**src/rtl/id_fwd_scoreboard_if.sv**
```systemverilog
// Bundle of the decode-stage forwarding/hazard signals.
// master: pipeline control side that drives issue/read info.
// slave : the scoreboard that resolves operands.
interface id_fwd_scoreboard_if #(
  parameter int REG_AW = 5,
  parameter int DATA_W = 32,
  parameter int NSTAGE = 3,
  parameter int NRD    = 2
);
  logic                     stall;
  logic                     flush;
  logic                     iss_valid;
  logic [REG_AW-1:0]        iss_dst_addr;
  logic                     iss_gpr_we_;
  logic                     iss_is_load;
  logic [NRD*REG_AW-1:0]    rd_addr;
  logic [NRD*DATA_W-1:0]    gpr_rd_data;
  logic [NSTAGE*DATA_W-1:0] stage_fwd_data;
  logic [NRD*DATA_W-1:0]    fwd_data;
  logic [NRD-1:0]           fwd_hit;
  logic                     ld_hazard;
  logic [3:0]               pend_cnt;

  modport master (
    output stall, flush, iss_valid, iss_dst_addr, iss_gpr_we_, iss_is_load,
           rd_addr, gpr_rd_data, stage_fwd_data,
    input  fwd_data, fwd_hit, ld_hazard, pend_cnt
  );

  modport slave (
    input  stall, flush, iss_valid, iss_dst_addr, iss_gpr_we_, iss_is_load,
           rd_addr, gpr_rd_data, stage_fwd_data,
    output fwd_data, fwd_hit, ld_hazard, pend_cnt
  );
endinterface

```
**src/rtl/id_fwd_scoreboard.sv**
```systemverilog
// Decode-stage forwarding and load-use hazard unit.
// Tracks in-flight GPR writes in NSTAGE destination slots (slot 0 = EX,
// slot NSTAGE-1 = oldest) and resolves NRD operand reads to the youngest
// matching in-flight result, falling back to register-file data.
// Optional: define ID_FWD_R0_ZERO_EN to hard-wire r0 to zero
// (r0 writes are not tracked, r0 reads return 0 and never hazard).
module id_fwd_scoreboard #(
  parameter int REG_AW = 5,
  parameter int DATA_W = 32,
  parameter int NSTAGE = 3,
  parameter int NRD    = 2,
  parameter int LD_LAT = 1
) (
  input  logic               clk,
  input  logic               reset,
  id_fwd_scoreboard_if.slave bus
);

  logic [NSTAGE-1:0]             v_q, v_d;
  logic [NSTAGE-1:0][REG_AW-1:0] dst_q, dst_d;
  logic [NSTAGE-1:0]             ld_q, ld_d;

  logic [NRD-1:0][DATA_W-1:0]    data_w;
  logic [NRD-1:0]                hit_w;
  logic [NRD-1:0]                haz_w;
  logic                          ld_hazard;
  logic                          ins;
  logic [3:0]                    cnt;

  for (genvar p = 0; p < NRD; p++) begin : g_port
    logic [REG_AW-1:0] ra;
    logic              hit;
    logic [DATA_W-1:0] data;
    logic              haz;

    assign ra = bus.rd_addr[p*REG_AW +: REG_AW];

    // Scan oldest to youngest so a younger match overrides older ones.
    always_comb begin
      hit  = 1'b0;
      data = bus.gpr_rd_data[p*DATA_W +: DATA_W];
      haz  = 1'b0;
      for (int k = NSTAGE-1; k >= 0; k--) begin
        if (v_q[k] && (dst_q[k] == ra)) begin
          hit  = 1'b1;
          data = bus.stage_fwd_data[k*DATA_W +: DATA_W];
          // Only the winning slot decides the hazard.
          haz  = ld_q[k] && (k < LD_LAT);
        end
      end
`ifdef ID_FWD_R0_ZERO_EN
      if (ra == '0) begin
        hit  = 1'b0;
        data = '0;
        haz  = 1'b0;
      end
`endif
    end

    assign hit_w[p]  = hit;
    assign data_w[p] = data;
    assign haz_w[p]  = haz;
  end

  assign ld_hazard = bus.iss_valid & (|haz_w);

  // A hazarded instruction is not issued, so the slot shift creates the bubble.
`ifdef ID_FWD_R0_ZERO_EN
  assign ins = bus.iss_valid & ~bus.iss_gpr_we_ & ~ld_hazard & (bus.iss_dst_addr != '0);
`else
  assign ins = bus.iss_valid & ~bus.iss_gpr_we_ & ~ld_hazard;
`endif

  // Next slot state: flush beats stall, stall holds, otherwise shift in ID.
  always_comb begin
    v_d   = v_q;
    dst_d = dst_q;
    ld_d  = ld_q;
    if (bus.flush) begin
      v_d = '0;
    end else if (!bus.stall) begin
      for (int k = NSTAGE-1; k > 0; k--) begin
        v_d[k]   = v_q[k-1];
        dst_d[k] = dst_q[k-1];
        ld_d[k]  = ld_q[k-1];
      end
      v_d[0]   = ins;
      dst_d[0] = bus.iss_dst_addr;
      ld_d[0]  = bus.iss_is_load;
    end
  end

  // Slot registers, cleared asynchronously.
  always_ff @(posedge clk or posedge reset) begin
    if (reset) begin
      v_q   <= '0;
      dst_q <= '0;
      ld_q  <= '0;
    end else begin
      v_q   <= v_d;
      dst_q <= dst_d;
      ld_q  <= ld_d;
    end
  end

  // Popcount of valid slots.
  always_comb begin
    cnt = '0;
    for (int k = 0; k < NSTAGE; k++) cnt = cnt + {3'b000, v_q[k]};
  end

  assign bus.fwd_data  = data_w;
  assign bus.fwd_hit   = hit_w;
  assign bus.ld_hazard = ld_hazard;
  assign bus.pend_cnt  = cnt;

endmodule

```
**src/flat_wrapper.sv**
```systemverilog
// flat-port wrapper written by rule: the top's interface ports become plain ports
module id_fwd_scoreboard_flat 
#(
  parameter int REG_AW = 5,
  parameter int DATA_W = 32,
  parameter int NSTAGE = 3,
  parameter int NRD    = 2,
  parameter int LD_LAT = 1
)
  (clk, reset, bus_stall, bus_flush, bus_iss_valid, bus_iss_dst_addr, bus_iss_gpr_we_, bus_iss_is_load, bus_rd_addr, bus_gpr_rd_data, bus_stage_fwd_data, bus_fwd_data, bus_fwd_hit, bus_ld_hazard, bus_pend_cnt);
  id_fwd_scoreboard_if #(.REG_AW(REG_AW), .DATA_W(DATA_W), .NSTAGE(NSTAGE), .NRD(NRD)) bus_i ();
  input  logic clk;
  input  logic reset;
  input wire logic [$bits(bus_i.stall)-1:0] bus_stall;
  input wire logic [$bits(bus_i.flush)-1:0] bus_flush;
  input wire logic [$bits(bus_i.iss_valid)-1:0] bus_iss_valid;
  input wire logic [$bits(bus_i.iss_dst_addr)-1:0] bus_iss_dst_addr;
  input wire logic [$bits(bus_i.iss_gpr_we_)-1:0] bus_iss_gpr_we_;
  input wire logic [$bits(bus_i.iss_is_load)-1:0] bus_iss_is_load;
  input wire logic [$bits(bus_i.rd_addr)-1:0] bus_rd_addr;
  input wire logic [$bits(bus_i.gpr_rd_data)-1:0] bus_gpr_rd_data;
  input wire logic [$bits(bus_i.stage_fwd_data)-1:0] bus_stage_fwd_data;
  output wire logic [$bits(bus_i.fwd_data)-1:0] bus_fwd_data;
  output wire logic [$bits(bus_i.fwd_hit)-1:0] bus_fwd_hit;
  output wire logic [$bits(bus_i.ld_hazard)-1:0] bus_ld_hazard;
  output wire logic [$bits(bus_i.pend_cnt)-1:0] bus_pend_cnt;
  assign bus_i.stall = bus_stall;
  assign bus_i.flush = bus_flush;
  assign bus_i.iss_valid = bus_iss_valid;
  assign bus_i.iss_dst_addr = bus_iss_dst_addr;
  assign bus_i.iss_gpr_we_ = bus_iss_gpr_we_;
  assign bus_i.iss_is_load = bus_iss_is_load;
  assign bus_i.rd_addr = bus_rd_addr;
  assign bus_i.gpr_rd_data = bus_gpr_rd_data;
  assign bus_i.stage_fwd_data = bus_stage_fwd_data;
  assign bus_fwd_data = bus_i.fwd_data;
  assign bus_fwd_hit = bus_i.fwd_hit;
  assign bus_ld_hazard = bus_i.ld_hazard;
  assign bus_pend_cnt = bus_i.pend_cnt;
  id_fwd_scoreboard #(.REG_AW(REG_AW), .DATA_W(DATA_W), .NSTAGE(NSTAGE), .NRD(NRD), .LD_LAT(LD_LAT)) u_core (.clk(clk), .reset(reset), .bus(bus_i));
endmodule
```
**config.mk**
```make
export PLATFORM = sky130hd
export DESIGN_NAME = id_fwd_scoreboard_flat
export DESIGN_NICKNAME = d
export VERILOG_FILES = /design/src/rtl/id_fwd_scoreboard_if.sv /design/src/rtl/id_fwd_scoreboard.sv /design/src/flat_wrapper.sv
export SDC_FILE = /design/constraint.sdc
export NUM_CORES = 1
export LEC_CHECK = 0
export ABC_AREA = 1
export CORE_UTILIZATION = 41
export CTS_CLUSTER_SIZE = 20
export DETAILED_ROUTE_END_ITERATION = 7
export DONT_BUFFER_PORTS = 1
export GPL_TIMING_DRIVEN = 0
export SLEW_MARGIN = 25
export SYNTH_ARGS = -nofsm -noshare
export SYNTH_HDL_FRONTEND = slang
export SYNTH_SLANG_ARGS = --single-unit
```
**constraint.sdc**
```tcl
create_clock -name clk -period 3.46 [get_ports clk]
set_input_delay 0.519 -clock clk [delete_from_list [all_inputs] [get_ports clk]]
set_output_delay 0.519 -clock clk [all_outputs]
set_load 0.005 [all_outputs]
```
==> impl_metrics.csv, run 1 <==
group,metric,value,unit
floorplan,core,8806,um2
synthesis,ys.flop_type,"dfrtp_1",
final_layout,areaGrowthSynthToFinish,4.770,%
synthesis,synthTopCellsByCount,"nand2_1, nand3_1, nor2_1",
synthesis,synth_top_family_by_area,"simple AND/OR/NAND/NOR gates",
clocking,cts_setup_buffers,0,
synthesis,synth-seq-cells,19,
timing,hold_violations,0,
final_layout,n_fill_cell,1014,
synthesis,yosys.area_share.adder,0.01524,
timing,setup_ws,0.8357,ns
timing,fmax,0.3810,GHz
run_status,violations,"DRC",
synthesis,synth_area,3777,um2
timing,fin_crit_sh,0.7585,
global_routing,grt_max_degree,20,
floorplan,die_h,97.99,um
clocking,cts_made_buffers,3,
clocking,cts-root-buf,"clkbuf_8",
global_routing,grt_use_total,0.2939,
final_layout,diodes,0,
hold_path,hp-class,"in -> async",
clocking,htreeDepth,1,
setup_path,slowest_delay,0.43,ns
timing,tightest_slew,0.7567,ns
clocking,clk_pin_slew,0.08,ns
synthesis,synth_compound_area_frac,0.03644,
floorplan,die_x,97.99,um
timing,grt_setup_unrepaired,"false",
clocking,cts.sinks,19,
timing,slew_violations,0,
route,drt_iter0_markers,338,
route,top_layer,"met4",
floorplan,row_count,34,
synthesis,syn_inst,775,
route,vias,4933,
floorplan,start_util,0.4290,
synthesis,synth_cell_types,25,
synthesis,synthArstFlopShare,1.000,
synthesis,synth_edf_count,0,
global_routing,grt_overflow,0,
synthesis,synth.top_cell.area_share,0.3428,
global_routing,grt_pass1_wl,22.69,mm
synthesis,synth_simple_gate_area_frac,0.6992,
final_layout,finalNonFillerCells,887,
route,viasPerCell,5.561,
setup_path,arrival,2.11,ns
route,met3_length,1.312,mm
place,hpwl,11.58,mm
timing,finalSetupViolations,0,
route,met2WireLength,7.081,mm
place,port_buffers,0,
global_routing,grt_pass1_vias,4516,
synthesis,syn_nets,961,
setup_path,crit_path_end_kind,"primary output",
clocking,ctsLongestPathBuffers,2,
synthesis,yosysSeqAreaShare,0.1259,
place,place_area,3913,um2
synthesis,synthTopCellsByArea,"nand2_1, nand3_1, dfrtp_1, nor2_1, buf_2",
timing,setup_tns,0,ns
power_and_ir_drop,p_per_area,189.4,nW/um2
setup_path,cp.required,2.94,ns
power_and_ir_drop,vdd_drop_max,0.2282,mV
timing,fin_crit,2.624,ns
synthesis,synth_top_cell_by_area,"nand2_1",
floorplan,die-area,9601,um2
route,postRouteAntennaNets,0,
floorplan,io_pins,253,
setup_path,slowest_stage,"dfrtp_1",
synthesis,synth_area_per_cell,4.874,um2
synthesis,synth_most_common_cell,"nand2_1",
route,drt_pass1_iterations,7,
run_status,status,"finished, violations left",
place,gp_congestion,0.9237,
clocking,clock_latency,0.26,ns
power_and_ir_drop,p_leak,2.189,nW
route,drc,20,
final_layout,regArea,475.5,um2
final_layout,multi_input_area,2875,um2
final_layout,finalInstanceArea,3958,um2
timing,relSlewSlack,0.4950,
final_layout,num-nets-final,966,
synthesis,synth_mux_area_frac,0,
global_routing,grt_antenna_before_repair,0,
setup_path,worstSetupPathType,"reg -> out",
final_layout,fin_util,0.4494,
place,pre_cts_ws,1.057,ns
setup_path,path_common_cell,"nand2_1",
flow_run,cap_violations,0,
clocking,cts_hold_buf,0,
setup_path,crit_chain,"inv_1 > a21oi_1 > nand4_1 > nor2_1 > buf_4 > buf_2 > nand2_1 > nand2_1",
timing,finClkSkew,0.006602,ns
final_layout,layout-drive-gt1-share,0.1065,
power_and_ir_drop,fin_total_pwr,749.5,uW
setup_path,setup.worst_path.start_class,"register",
synthesis,ys_warn_count,0,
clocking,cts_repair_resize_count,0,
route,routed_wl,14.70,mm
route,wl_per_cell,16.57,um
route,met1_length,5.951,mm
synthesis,synthXorXnorAreaFrac,0.009275,
setup_path,crit_path_max_fanout,10,
timing,timing.hold.ws,0.2725,ns
clocking,tritoncts,"yes",
place,placed_cells,883,
==> layout by cell type (no fill, tap or decap), drive strengths merged <==
master,instances
o21ai,19
nor2,148
xnor2,4
buf,47
fa,1
conb,1
nor3,1
nand3,137
a21oi,6
clkbuf,8
clkinv,1
inv,33
nand3b,2
ha,3
nand4,2
nand2,345
o22ai,2
dfrtp,19
==> per-layer routing <==
metal,vias up,GRT usage
met5,-,0
met4,0,0.06294
met3,41,0.03436
met2,281,0.5249
met1,2185,0.3779
li1,2426,-
==> registers in the layout (all words and copies together) (netlist names) <==
register and count:
u_core.v_q 3, u_core.ld_q 1, u_core.dst_q 15
==> power breakdown <==
part | switching (mW) | leakage, nW | total [mW] | internal, mW
logic | 0.208 | 1.92 | 0.308 | 0.0991
clock network | 0.0762 | 0.0228 | 0.158 | 0.0820
registers | 0.0320 | 0.242 | 0.284 | 0.252
total | 0.317 | 2.19 | 0.750 | 0.433
==> path summary, 6_finish.rpt <==
kind / to / slack [ns] / from / depth (start not counted)
worst max-delay path: bus_fwd_data[26] / 0.84 / u_core.v_q[0]$_DFFE_PP0P_ / 8
worst min-delay path: u_core.dst_q[4]$_DFFE_PP0P_ / 0.27 / reset / 1
worst max register to register: u_core.v_q[0]$_DFFE_PP0P_ / 1.72 / u_core.v_q[0]$_DFFE_PP0P_ / 8
worst min register to register: u_core.ld_q[0]$_DFFE_PP0P_ / 0.51 / u_core.ld_q[0]$_DFFE_PP0P_ / 2
max in group asynchronous: u_core.dst_q[5]$_DFFE_PP0P_ / 2.70 / reset / 1
min in group clk: u_core.dst_q[4]$_DFFE_PP0P_ / 0.37 / bus_iss_dst_addr[4] / 2
==> layout make-up <==
type | instances | area share
Tap cell | 108 | 0.03414
Multi-Input combinational cell | 671 | 0.7265
Buffer | 51 | 0.07556
Sequential cell | 19 | 0.1201
Clock buffer | 4 | 0.01138
Inverter | 34 | 0.03225
==> kinds of logic (layout without fill, tap and decap cells) <==
family / after synthesis / count (layout)
fa+ha+maj: 4 / 4
simple gates: 635 / 635
flops: 19 / 19
xor+xnor: 4 / 4
other cells: 1 / 1
compound gates: 27 / 27
buf+inv: 85 / 89
==> critical path, delay by kind of cell (launching register included) <==
kind / cells / cell delay, ns
flops: 1 / 0.43
simple gates: 4 / 0.61
compound gates: 1 / 0.16
buf+inv: 3 / 0.64
(Power assumes the default switching activity.)
==> run 2, diff against run 1 <==
==> constraint.sdc (replaced) <==
create_clock -name clk -period 2.6 [get_ports clk]
set_input_delay 0.39 -clock clk [delete_from_list [all_inputs] [get_ports clk]]
set_output_delay 0.39 -clock clk [all_outputs]
set_load 0.005 [all_outputs]
==> impl_metrics.csv, run 2 (synthesized netlist as in run 1, its figures left out) <==
group,metric,value,unit
timing,fmax,0.4156,GHz
route,viasPerCell,5.539,
final_layout,num-nets-final,966,
final_layout,final_cell_mix,"nand2_1, nand3_1, nor2_1",
final_layout,final_common_cell,"nand2_1",
final_layout,fin_util,0.4500,
run_status,violations,"DRC",
setup_path,crit_path_max_fanout,10,
final_layout,diodes,0,
timing,finalSetupViolations,0,
clocking,clk_pin_slew,0.08,ns
timing,relSlewSlack,0.4980,
floorplan,io_pins,253,
final_layout,largest_register,"u_core.dst_q",
power_and_ir_drop,p_per_area,252.1,nW/um2
route,routed_wl,14.73,mm
setup_path,cp.required,2.21,ns
clocking,cts_made_buffers,3,
global_routing,grt_max_degree,20,
setup_path,path_common_cell,"nand2_1",
setup_path,startpoint,"u_core.v_q[0]$_DFFE_PP0P_",
flow_run,cap_violations,0,
clocking,cts_hold_buf,0,
setup_path,critPathCapture,"bus_fwd_data[1]",
clocking,cts_repair_resize_count,0,
timing,hold_violations,0,
floorplan,die_x,97.99,um
setup_path,r2r_start,"u_core.v_q[0]$_DFFE_PP0P_",
place,hpwl,11.58,mm
timing,timing.hold.ws,0.1424,ns
floorplan,die-area,9601,um2
final_layout,top_regs,"u_core.dst_q: 15 flops, u_core.v_q: 3 flops, u_core.ld_q: 1 flops",
route,drt_pass1_iterations,8,
global_routing,grt_antenna_before_repair,0,
global_routing,grt_use_total,0.2939,
floorplan,start_util,0.4290,
clocking,clock_latency,0.26,ns
setup_path,slowest_delay,0.43,ns
timing,grt_setup_unrepaired,"false",
setup_path,r2r_end,"u_core.v_q[0]$_DFFE_PP0P_",
setup_path,worst-r2r-cell-count,8,
setup_path,worstSetupPathType,"reg -> out",
final_layout,largest_reg_flops,15,
setup_path,slowest_stage,"dfrtp_1",
setup_path,arrival,2.02,ns
timing,slew_violations,0,
global_routing,grt_pass1_wl,22.69,mm
clocking,cts-root-buf,"clkbuf_8",
place,port_buffers,0,
run_status,status,"finished, violations left",
power_and_ir_drop,fin_total_pwr,999.0,uW
power_and_ir_drop,vdd_drop_max,0.3043,mV
timing,finClkSkew,0.006626,ns
setup_path,setup.worst_path.start_class,"register",
global_routing,grt_overflow,0,
timing,tightest_slew,0.7522,ns
clocking,ctsLongestPathBuffers,2,
setup_path,reg2reg_setup_slack,0.94,ns
floorplan,row_count,34,
clocking,htreeDepth,1,
floorplan,die_h,97.99,um
floorplan,core,8806,um2
setup_path,crit_path_end_kind,"primary output",
place,gp_congestion,0.9237,
clocking,cts.sinks,19,
timing,setup_tns,0,ns
clocking,cts_setup_buffers,0,
hold_path,hp-class,"in -> async",
timing,fin_crit_sh,0.9254,
final_layout,areaGrowthSynthToFinish,4.902,%
route,drt_iter0_markers,336,
route,drc,20,
global_routing,grt_pass1_vias,4516,
route,vias,4913,
route,wl_per_cell,16.61,um
final_layout,layout-drive-gt1-share,0.1091,
timing,fin_crit,2.406,ns
clocking,tritoncts,"yes",
setup_path,crit_chain,"inv_1 > a21oi_1 > nand4_1 > nor2_2 > buf_4 > buf_2 > nand2_1 > nand2_1",
power_and_ir_drop,p_leak,2.189,nW
route,postRouteAntennaNets,0,
-- run 2: cell type report --
type                       instances  area, um2
inverter                          34      127.6
buffer                            51      299.0
clock buffer                       4      45.04
fill                            1013       4843
multi-input combinational        671       2880
sequential                        19      475.5
tap                              108      135.1
-- run 2: how the worst min path moves through the flow --
stage / from / end / slack (ns) / cells past startpoint
6_report: reset / u_core.dst_q[4]$_DFFE_PP0P_ / 0.14 / 1
4_1_cts: reset / u_core.dst_q[4]$_DFFE_PP0P_ / 0.17 / 1
3_5_place_dp: reset / u_core.dst_q[4]$_DFFE_PP0P_ / 0.46 / 1
5_1_grt: reset / u_core.dst_q[4]$_DFFE_PP0P_ / 0.21 / 1
3_3_place_gp: reset / u_core.v_q[0]$_DFFE_PP0P_ / 0.44 / 1
2_1_floorplan: reset / u_core.dst_q[0]$_DFFE_PP0P_ / 0.34 / 1
-- run 2: through the flow --
stage	std cells	instance area, um2	worst slack, ns
after floorplan	775	3777	0.8983
after global placement	883	3913	0.3857
after detailed placement	883	3913	0.3758
after CTS	887	3958	0.08900
after global routing	887	3963	0.06430
final	887	3963	0.1940
-- run 2: report_power, final --
group	total, mW	switching [mW]	leakage, nW	internal [mW]
Combinational	0.410	0.278	1.92	0.132
Sequential	0.378	0.0429	0.242	0.335
Clock	0.211	0.102	0.0228	0.109
Total	0.999	0.423	2.19	0.576
-- run 2: critical path, delay by kind of cell (launching register included) --
family          cells  cell delay [ns]
buf+inv             3             0.60
simple gates        4             0.54
flops               1             0.43
compound gates      1             0.16
-- run 2: metal layers --
| metal | routed length, um | GRT usage | part of all wire |
|---|---|---|---|
| met1 | 6019 | 0.3779 | 0.41 |
| met2 | 7100 | 0.5249 | 0.48 |
| met3 | 1312 | 0.03436 | 0.089 |
| met4 | 299 | 0.06294 | 0.020 |
| met5 | 0 | 0 | 0 |
==> run 3, diff against run 2 <==
--- a/config.mk
+++ b/config.mk
@@ -6,6 +6,7 @@
 export NUM_CORES = 1
 export LEC_CHECK = 0
 export ABC_AREA = 1
+export ABC_CLOCK_PERIOD_IN_PS = 2600
 export CORE_UTILIZATION = 41
 export CTS_CLUSTER_SIZE = 20
 export DETAILED_ROUTE_END_ITERATION = 7
==> results of run 3 <==
The final DEF is identical to that of run 2; final timing and power are the same.
